## config.mk

```make
export PLATFORM = sky130hd
export DESIGN_NAME = ddr_bus_turnaround_ctrl
export DESIGN_NICKNAME = d
export VERILOG_FILES = /design/src/rtl/ddr_bus_turnaround_ctrl.sv
export SDC_FILE = /design/constraint.sdc
export NUM_CORES = 1
export LEC_CHECK = 0
export ABC_CLOCK_PERIOD_IN_PS = 4300
export CAP_MARGIN = 10
export CORE_UTILIZATION = 30
export CTS_CLUSTER_DIAMETER = 150
export DETAILED_ROUTE_END_ITERATION = 10
export MAX_ROUTING_LAYER = met4
export PLACE_DENSITY = 0.52
export SETUP_SLACK_MARGIN = 0.2
export SLEW_MARGIN = 20
export SYNTH_ARGS = -nofsm -noshare
export SYNTH_HDL_FRONTEND = slang
export SYNTH_SLANG_ARGS = --single-unit
```

## constraint.sdc

```tcl
create_clock -name clk_i -period 4.3 [get_ports clk_i]
set_input_delay 0.86 -clock clk_i [delete_from_list [all_inputs] [get_ports clk_i]]
set_output_delay 0.86 -clock clk_i [all_outputs]
set_load 0.03 [all_outputs]
```

## src/rtl/ddr_bus_turnaround_ctrl.sv

```systemverilog
// DQ/DQS direction control for a DDR data bus: sequences write preamble/burst/postamble/recovery
// and read latency/capture/turnaround, rejecting any command that arrives while a sequence runs.
module ddr_bus_turnaround_ctrl #(
    parameter int unsigned LANES = 2,
    parameter int unsigned BL    = 4,
    parameter int unsigned WL    = 1,
    parameter int unsigned CL    = 3,
    parameter int unsigned TWR   = 3,
    parameter int unsigned TRTW  = 2,
    parameter int unsigned CNT_W = 4
) (
    input  logic             clk_i,
    input  logic             rst_ni,
    input  logic             wr_cmd_i,
    input  logic             rd_cmd_i,
    input  logic [LANES-1:0] lane_mask_i,
    output logic [LANES-1:0] dq_oe_o,
    output logic [LANES-1:0] dqs_oe_o,
    output logic             rd_capture_o,
    output logic             busy_o,
    output logic             cmd_err_o
);

    localparam int unsigned BurstCyc = BL / 2;

    // Counters count down to zero, so each phase loads its length minus one.
    localparam logic [CNT_W-1:0] WlLoad    = CNT_W'(WL - 1);
    localparam logic [CNT_W-1:0] ClLoad    = CNT_W'(CL - 1);
    localparam logic [CNT_W-1:0] BurstLoad = CNT_W'(BurstCyc - 1);
    localparam logic [CNT_W-1:0] TwrLoad   = CNT_W'(TWR - 1);
    localparam logic [CNT_W-1:0] TrtwLoad  = CNT_W'((TRTW > 0) ? TRTW - 1 : 0);

    typedef enum logic [3:0] {
        StIdle,
        StWrLat,
        StWrPre,
        StWrBurst,
        StWrPost,
        StWrRecov,
        StRdLat,
        StRdBurst,
        StRdTurn
    } state_e;

    state_e           state_q, state_d;
    logic [CNT_W-1:0] cnt_q, cnt_d;
    logic [LANES-1:0] mask_q, mask_d;

    logic [LANES-1:0] dq_oe_d, dqs_oe_d;
    logic             rd_capture_d, busy_d, cmd_err_d;

    logic cnt_zero;
    logic wr_only, rd_only, any_cmd;

    assign cnt_zero = (cnt_q == '0);
    assign wr_only  = wr_cmd_i & ~rd_cmd_i;
    assign rd_only  = rd_cmd_i & ~wr_cmd_i;
    assign any_cmd  = wr_cmd_i | rd_cmd_i;

    always_comb begin
        state_d = state_q;
        cnt_d   = cnt_q;
        mask_d  = mask_q;

        unique case (state_q)
            StIdle: begin
                if (wr_only) begin
                    state_d = StWrLat;
                    cnt_d   = WlLoad;
                    mask_d  = lane_mask_i;
                end else if (rd_only) begin
                    state_d = StRdLat;
                    cnt_d   = ClLoad;
                    mask_d  = '0;
                end
            end
            StWrLat: begin
                if (cnt_zero) begin
                    state_d = StWrPre;
                end else begin
                    cnt_d = cnt_q - CNT_W'(1);
                end
            end
            StWrPre: begin
                state_d = StWrBurst;
                cnt_d   = BurstLoad;
            end
            StWrBurst: begin
                if (cnt_zero) begin
                    state_d = StWrPost;
                end else begin
                    cnt_d = cnt_q - CNT_W'(1);
                end
            end
            StWrPost: begin
                state_d = StWrRecov;
                cnt_d   = TwrLoad;
            end
            StWrRecov: begin
                if (cnt_zero) begin
                    state_d = StIdle;
                    mask_d  = '0;
                end else begin
                    cnt_d = cnt_q - CNT_W'(1);
                end
            end
            StRdLat: begin
                if (cnt_zero) begin
                    state_d = StRdBurst;
                    cnt_d   = BurstLoad;
                end else begin
                    cnt_d = cnt_q - CNT_W'(1);
                end
            end
            StRdBurst: begin
                if (cnt_zero) begin
                    if (TRTW == 0) begin
                        state_d = StIdle;
                    end else begin
                        state_d = StRdTurn;
                        cnt_d   = TrtwLoad;
                    end
                end else begin
                    cnt_d = cnt_q - CNT_W'(1);
                end
            end
            StRdTurn: begin
                if (cnt_zero) begin
                    state_d = StIdle;
                end else begin
                    cnt_d = cnt_q - CNT_W'(1);
                end
            end
            default: begin
                state_d = StIdle;
                cnt_d   = '0;
                mask_d  = '0;
            end
        endcase
    end

    // Outputs are decoded from the next state so they change on the same edge as the state.
    always_comb begin
        dqs_oe_d     = '0;
        dq_oe_d      = '0;
        rd_capture_d = 1'b0;
        busy_d       = (state_d != StIdle);
        cmd_err_d    = any_cmd & ((state_q != StIdle) | (wr_cmd_i & rd_cmd_i));

        unique case (state_d)
            StWrPre: begin
                dqs_oe_d = mask_d;
            end
            StWrBurst, StWrPost: begin
                dqs_oe_d = mask_d;
                dq_oe_d  = mask_d;
            end
            StWrRecov: begin
                dq_oe_d = mask_d;
            end
            StRdBurst: begin
                rd_capture_d = 1'b1;
            end
            default: begin
                dqs_oe_d = '0;
            end
        endcase
    end

    always_ff @(posedge clk_i or negedge rst_ni) begin
        if (!rst_ni) begin
            state_q      <= StIdle;
            cnt_q        <= '0;
            mask_q       <= '0;
            dq_oe_o      <= '0;
            dqs_oe_o     <= '0;
            rd_capture_o <= 1'b0;
            busy_o       <= 1'b0;
            cmd_err_o    <= 1'b0;
        end else begin
            state_q      <= state_d;
            cnt_q        <= cnt_d;
            mask_q       <= mask_d;
            dq_oe_o      <= dq_oe_d;
            dqs_oe_o     <= dqs_oe_d;
            rd_capture_o <= rd_capture_d;
            busy_o       <= busy_d;
            cmd_err_o    <= cmd_err_d;
        end
    end

endmodule

```

## Word-level counts from Yosys, hierarchy flattened

Cells that the tools add are included.

| operators by class | value |
|---|---|
| equal/unequal tests | 15 |
| muxes and demuxes | 20 |
| bitwise gates (word level) | 8 |
| shift operators | 0 |
| reductions and logical operators | 11 |
| div/mod/pow operators | 0 |
| order comparisons | 0 |
| multipliers | 0 |
| add/subtract/negate cells | 1 |

Operators by type and width:

| kind | count |
|---|---|
| two-way mux 4 bit | 11 |
| case mux 4 bit (8 select lines) | 1 |
| equality test 4 x 3 -> 1 bit (second input constant) | 7 |
| case mux 4 bit (5 select lines) | 1 |
| equality test 4 x 2 -> 1 bit (second input constant) | 4 |
| two-way mux 2 bit | 5 |
| zero test 4 bit | 2 |
| nonzero test 4 bit | 2 |
| OR reduction 7 bit | 1 |
| case mux 2 bit (3 select lines) | 1 |
| OR reduction 3 bit | 2 |
| bitwise AND 1 bit | 4 |
| equality test 4 x 1 -> 1 bit (second input constant) | 1 |
| equality test 4 bit (second input constant) | 1 |
| OR reduction 2 bit | 2 |
| OR reduction 4 bit | 1 |
| subtractor 4 x 1 -> 4 bit (second input constant) | 1 |
| inequality test 3 bit (second input constant) | 1 |
| inequality test 2 bit (second input constant) | 1 |
| NOT 1 bit | 2 |
| OR 1 bit | 2 |
| AND reduction 2 bit | 1 |
| two-way mux 1 bit | 1 |

| storage, ports and cells | value |
|---|---|
| memories | 0 |
| bits in latches | 0 |
| register bits after elaboration | 17 |
| memory bits (read-only) | 0 |
| logic and storage cells | 63 |
| RAM bits | 0 |

## Longest topological paths before layout

Gate-level depths: netlist of the first run.

| depth | value |
|---|---|
| word-level depth | 8 |
| mapped depth | 7 |
| gate-level depth less buffers | 6 |

## Worst setup path before layout of the first run

OpenSTA, ideal clock, no wires.

| path | value |
|---|---|
| path type | in2reg |
| start point | input port wr_cmd_i |
| end point | register cnt_q[0] |
| data required time | 4.179 ns |
| arrival time | 1.805 ns |
| path buffers | 0 |
| setup time | 0.121 ns |
| cell stages on the path | 6 |
| slack | 2.374 ns |
| path through | inv_1 ha_1 nor3_1 o2bb2ai_2 a22o_2 a22o_1 |

| on the way | value |
|---|---|
| longest elaborated chain between the ends | 4 |
| elaborated cells between the ends (all ways) | 7 |

Ends and longest elaborated chain:

| item | RTL line | text |
|---|---|---|
| from (decl) | 14 | `input logic wr_cmd_i,` |
| NOT 1 bit | 57 | `assign rd_only = rd_cmd_i & ~wr_cmd_i;` |
| bitwise AND 1 bit | 57 |  |
| inequality test 3 bit (no line) | n/a |  |
| AND reduction 2 bit (no line) | n/a |  |
| to (signal assigned) | 182 | `cnt_q <= cnt_d;` |
| to (decl) | 46 | `logic [CNT_W-1:0] cnt_q, cnt_d;` |

Parallel ways exist; a longest one is shown, timed or not.
A chain may end at the register's enable or synchronous reset.

## Worst setup path after layout of the first run

Ends and elaborated chain as after synthesis.

==> results of run 1 <==
[layer usage]
metal	global-route usage	up-vias	wire length (um)
met3	0.0328	5	70
met2	0.204	17	1100
met5	-	-	0
met1	0.190	439	1180
li1	-	438	-
met4	0.0698	0	56
[final cells by class]
type,count,area (sq um),share of cell area
inverter,10,37.5,0.0288
clock buffer,3,41.3,0.0317
clock inverter,1,7.51,0.00577
tap,46,57.6,0.0442
multi-input combinational,81,612,0.470
sequential,17,425,0.327
timing repair buffer,12,120,0.0923
[worst reg2reg max path, delay by kind of cell (launching register included)]
kind / cells / cell delay, ns
and+or+nand+nor: 2 / 0.80
DFF: 1 / 0.84
AOI/OAI and AO/OA: 2 / 0.42
[power by group]
| part | switching, mW | total (mW) | internal, mW |
|---|---|---|---|
| clock network | 0.0614 | 0.127 | 0.0654 |
| registers | 0.101 | 0.320 | 0.219 |
| logic | 0.228 | 0.443 | 0.215 |
| total | 0.390 | 0.890 | 0.500 |
[registers in the layout, indices dropped and copies added (netlist names)]
signal,count
busy_o,1
cmd_err_o,1
cnt_q,4
dq_oe_o,2
dqs_oe_o,2
mask_q,2
rd_capture_o,1
state_q,4
[synthesized netlist by cell type (all sizes together)]
master	number	area share
ha	7	0.078
or3b	1	0.010
and4bb	1	0.011
a21oi	7	0.031
o21ai	11	0.049
o21a	1	0.0067
inv	10	0.034
a211o	1	0.0078
o21bai	3	0.020
nor3b	2	0.018
nor4	1	0.019
mux2i	1	0.0090
nand4bb	1	0.015
buf	8	0.038
nand2b	1	0.0056
o2bb2ai	2	0.021
o2111a	1	0.010
nand2	7	0.024
a2111oi	1	0.013
a31oi	1	0.0056
nor3	8	0.036
o31ai	1	0.0067
a22o	5	0.040
and3	1	0.0056
o311a	1	0.0090
a211oi	2	0.018
nor2	5	0.017
dfrtp	17	0.38
a31o	1	0.0078
nand3	2	0.0090
o311ai	1	0.0078
nand3b	1	0.0067
xnor2	1	0.0078
nor4b	2	0.021
[through the flow]
| stage | total power, mW | util |
|---|---|---|
| 5_1_grt | 0.969 | 0.378 |
| 4_1_cts | 0.894 | 0.378 |
| 2_1_floorplan | 0.663 | - |
| 3_5_place_dp | 0.766 | 0.364 |
| 6_report | 0.890 | 0.378 |
| 3_3_place_gp | 0.756 | 0.364 |
[logic make-up (layout without fill, tap and decap cells)]
logic type / count (synthesis) / in the layout / synth area share
buf+inv: 18 / 26 / 0.0717
fa+ha+maj: 7 / 7 / 0.0784
simple gates: 33 / 33 / 0.197
compound gates: 39 / 39 / 0.255
mux: 1 / 1 / 0.00896
xor+xnor: 1 / 1 / 0.00784
flops: 17 / 17 / 0.381
[how the worst max path moves through the flow]
stage	slack [ns]	cells past startpoint	to
finish	1.91	7	cnt_q[0]$_DFFE_PN0P_
global route	1.82	7	cnt_q[1]$_DFFE_PN0P_
CTS	1.92	7	cnt_q[0]$_DFFE_PN0P_
detailed placement	1.65	7	cnt_q[1]$_DFFE_PN0P_
global placement	1.73	7	cnt_q[0]$_DFFE_PN0P_
floorplan	2.37	6	cnt_q[0]$_DFFE_PN0P_
==> impl_metrics.tcl, run 1 <==
set metrics [dict create \
    finalSetupViolations 0 \
    hold_buffers 0 \
    worst_setup_path_start_kind "input port" \
    clockRootBuffer "clkbuf_8" \
    worst_ep_required_time_ns 4.50 \
    drt-initial-drc-count 33 \
    finalHoldViolCount 0 \
    grt_pass1_vias 889 \
    r2r-end "cnt_q[0]$_DFFE_PN0P_" \
    wl_per_cell_um 14.2 \
    placed_cells 166 \
    post-route-cell-area_sq_um 1300 \
    insertedDiodeCount 0 \
    drv_slew 0 \
    whs_path_depth 2 \
    drive_gt1_frac 0.113 \
    place_hpwl_mm 1.75 \
    start_util 0.325 \
    max_cap_violations 0 \
    peakVddDrop_v 0.000201 \
    ys_warn_count 0 \
    final_cell_mix "17 x dfrtp_1, 12 x clkdlybuf4s50_1, 9 x inv_1" \
    cp_max_fo 4 \
    drt-total-wl_mm 2.41 \
    worst_slack_ns 1.91 \
    grt_use_total 0.144 \
    r2r_cells 4 \
    fin_skew_ns 0.000669 \
    dpl_worst_slack_ns 1.65 \
    cts_made_buffers 3 \
    clock_latency_ns 0.26 \
    ys_types 42 \
    clock_path_buffers 2 \
    slew_headroom 0.466 \
    worst_setup_path_end_kind "register" \
    synth.net_count 129 \
    cp_cell_sequence "clkdlybuf4s50_1 -> inv_1 -> ha_1 -> nor3_1 -> o2bb2ai_2 -> o21ai_1 -> a22o_1" \
    core-area_sq_um 3440 \
    dr.pass1.iters 4 \
    setup_tns_ns 0 \
    htreeDepth 1 \
    io_pins 13 \
    r2r_setup_slack_ns 2.19 \
    yosysSeqAreaShare 0.381 \
    place.port_buffers 12 \
    worst_hold_slack_ns 0.530 \
    crit_buf_inv 2 \
    grt_max_degree 22 \
    finalNetCount 138 \
    via_count 899 \
    synth_area_per_cell_sq_um 9.63 \
    syn_area_sq_um 1120 \
    slowest_stage "clkdlybuf4s50_1" \
    die_w_um 63.0 \
    post_cts_resized 0 \
    area_growth_pct 16.5 \
    clk_pin_slew_worst_paths_ns 0.07 \
    syn_inst 116 \
    fill_cells 346 \
    rsz0062_at_grt "false" \
    max_freq_mhz 418 \
    globalplace.congestion 0.881 \
    placed_cell_area_sq_um 1250 \
    die-area_sq_um 3970 \
    die_y_um 63.0 \
    path_delay_family "buffers and inverters" \
    grt_pass1_wl_mm 4.33 \
    post-route-min-period_ns 2.39 \
    fin_crit_sh 0.556 \
    post_cts_buffers 0 \
    startpoint "wr_cmd_i" \
    p_leak_nw 0.541 \
    antenna_left 0 \
    hp-class "reg -> reg" \
    worst_pin_slew_ns 0.798 \
    final_cells 170 \
    cts.sinks 17 \
    cts_tree "yes" \
    vias_per_cell 5.29 \
    antenna_found_initial 0 \
    power_density_nw_per_um2 684 \
    ys_seq_elements 17 \
    fp-row-count 21 \
    r2r_start "state_q[3]$_DFF_PN0_" \
    crit_type "in -> reg" \
    layout_commonest_cell "dfrtp_1" \
    drc 0 \
    cp.arrival_ns 2.59 \
    holdCritStartpoint "mask_q[0]$_DFF_PN0_" \
    hold_path_end "mask_q[0]$_DFF_PN0_" \
    grt-ovfl-total 0 \
    cpPeakStageDelay_ns 0.53 \
    status "finished, final reports clean" \
]
(Power assumes the default switching activity.)
==> inputs of run 2 (changes only) <==
- ABC_CLOCK_PERIOD_IN_PS: 4300 -> 2100
- PLACE_DENSITY: 0.52 -> 0.54
- clock period: 4.3 -> 2.1 ns (I/O delays scaled with it)
==> impl_metrics.tcl, run 2 (synthesized netlist as in run 1, its figures left out) <==
set metrics [dict create \
    status "finished, final reports clean" \
    drc 0 \
    grt_pass1_wl_mm 4.31 \
    grt_max_degree 18 \
    final_cells 177 \
    fin_crit_sh 0.869 \
    grt_use_total 0.143 \
    max_cap_violations 0 \
    drt-total-wl_mm 2.44 \
    place.port_buffers 12 \
    clk_pin_slew_worst_paths_ns 0.07 \
    finalNetCount 145 \
    drv_slew 0 \
    core-area_sq_um 3440 \
    cp_max_fo 13 \
    area_growth_pct 23.6 \
    top_regs "cnt_q x4, state_q x4" \
    die_w_um 63.0 \
    drive_gt1_frac 0.198 \
    via_count 940 \
    final_cell_mix "16 x dfrtp_1, 12 x clkdlybuf4s50_1, 8 x inv_1" \
    cp.arrival_ns 1.97 \
    worst_ep_required_time_ns 2.25 \
    place_hpwl_mm 1.76 \
    cts.sinks 17 \
    max_freq_mhz 548 \
    clockRootBuffer "clkbuf_8" \
    peakVddDrop_v 0.000421 \
    hp-class "in -> async" \
    dpl_worst_slack_ns 0.0379 \
    antenna_found_initial 0 \
    crit_type "reg -> reg" \
    htreeDepth 1 \
    rsz0062_at_grt "true" \
    drt-initial-drc-count 33 \
    clock_latency_ns 0.26 \
    setup_tns_ns 0 \
    worst_pin_slew_ns 0.550 \
    start_util 0.325 \
    globalplace.congestion 0.931 \
    wl_per_cell_um 13.8 \
    layout_commonest_cell "dfrtp_1" \
    die_y_um 63.0 \
    clock_path_buffers 2 \
    finalHoldViolCount 0 \
    worst_setup_path_start_kind "register" \
    dr.pass1.iters 4 \
    fill_cells 327 \
    cts_tree "yes" \
    fp-row-count 21 \
    placed_cell_area_sq_um 1300 \
    worst_setup_path_end_kind "register" \
    p_leak_nw 0.577 \
    antenna_left 0 \
    slew_headroom 0.634 \
    die-area_sq_um 3970 \
    io_pins 13 \
    power_mw 1.89 \
    cts_made_buffers 3 \
    fin_skew_ns 0.00597 \
    vias_per_cell 5.31 \
    finalSetupViolations 0 \
    grt-ovfl-total 0 \
    worst_slack_ns 0.276 \
    post-route-cell-area_sq_um 1380 \
    grt_pass1_vias 949 \
    placed_cells 172 \
    post-route-min-period_ns 1.82 \
    power_density_nw_per_um2 1370 \
    insertedDiodeCount 0 \
]
run 2: metrics by stage:
step / hold WS [ns] / util
after floorplan: 0.124 / -
after global placement: 0.509 / 0.377
after detailed placement: 0.503 / 0.377
after CTS: 0.496 / 0.392
after global routing: 0.502 / 0.401
final: 0.482 / 0.401
run 2: repair_timing:
| action | 4_1_cts | 5_1_grt |
|---|---|---|
| setup buffers | 0 | 1 |
| endpoints found under the setup margin | 1 | 5 |
| pin swaps | 0 | 1 |
| resized for setup | 2 | 5 |
| hold buffers | 0 | 0 |
run 2: critical path, stage by stage, from the launching register on:
cell       delay (ns)
dfrtp_1          0.69
and4bb_1         0.52
o2bb2ai_2        0.11
a22o_2           0.23
a22o_1           0.17
run 2: area by class of cell:
cell class	instances	area, sq um	area share
multi-input cells	81	638	0.462
flip-flops and latches	17	427	0.309
clock buffers	3	41.3	0.0299
inverters	10	37.5	0.0272
clock inverters	1	7.51	0.00543
repair buffers	19	173	0.125
well taps	46	57.6	0.0417
run 2: power by group:
part	switching [mW]	leakage, nW	internal [mW]
combinational	0.506	0.342	0.478
sequential	0.206	0.213	0.451
clock	0.120	0.0217	0.134
run 2: worst paths after layout:
| path | from | end | slack (ns) | cells past startpoint |
|---|---|---|---|---|
| max | state_q[0]$_DFF_PN0_ | cnt_q[1]$_DFFE_PN0P_ | 0.28 | 4 |
| min | rst_ni | dq_oe_o[0]$_DFF_PN0_ | 0.48 | 2 |
| max reg2reg | state_q[0]$_DFF_PN0_ | cnt_q[1]$_DFFE_PN0P_ | 0.28 | 4 |
| min reg2reg | mask_q[0]$_DFF_PN0_ | mask_q[0]$_DFF_PN0_ | 0.52 | 2 |
| max in group asynchronous | rst_ni | state_q[1]$_DFF_PN0_ | 1.42 | 2 |
| min in group clk_i | mask_q[0]$_DFF_PN0_ | mask_q[0]$_DFF_PN0_ | 0.52 | 2 |
run 2: routing by layer:
layer | share of wire | GRT usage | up-vias
met5 | 0 | - | -
li1 | - | - | 456
met1 | 0.45 | 0.178 | 442
met3 | 0.048 | 0.0201 | 8
met2 | 0.47 | 0.214 | 34
met4 | 0.033 | 0.0959 | 0
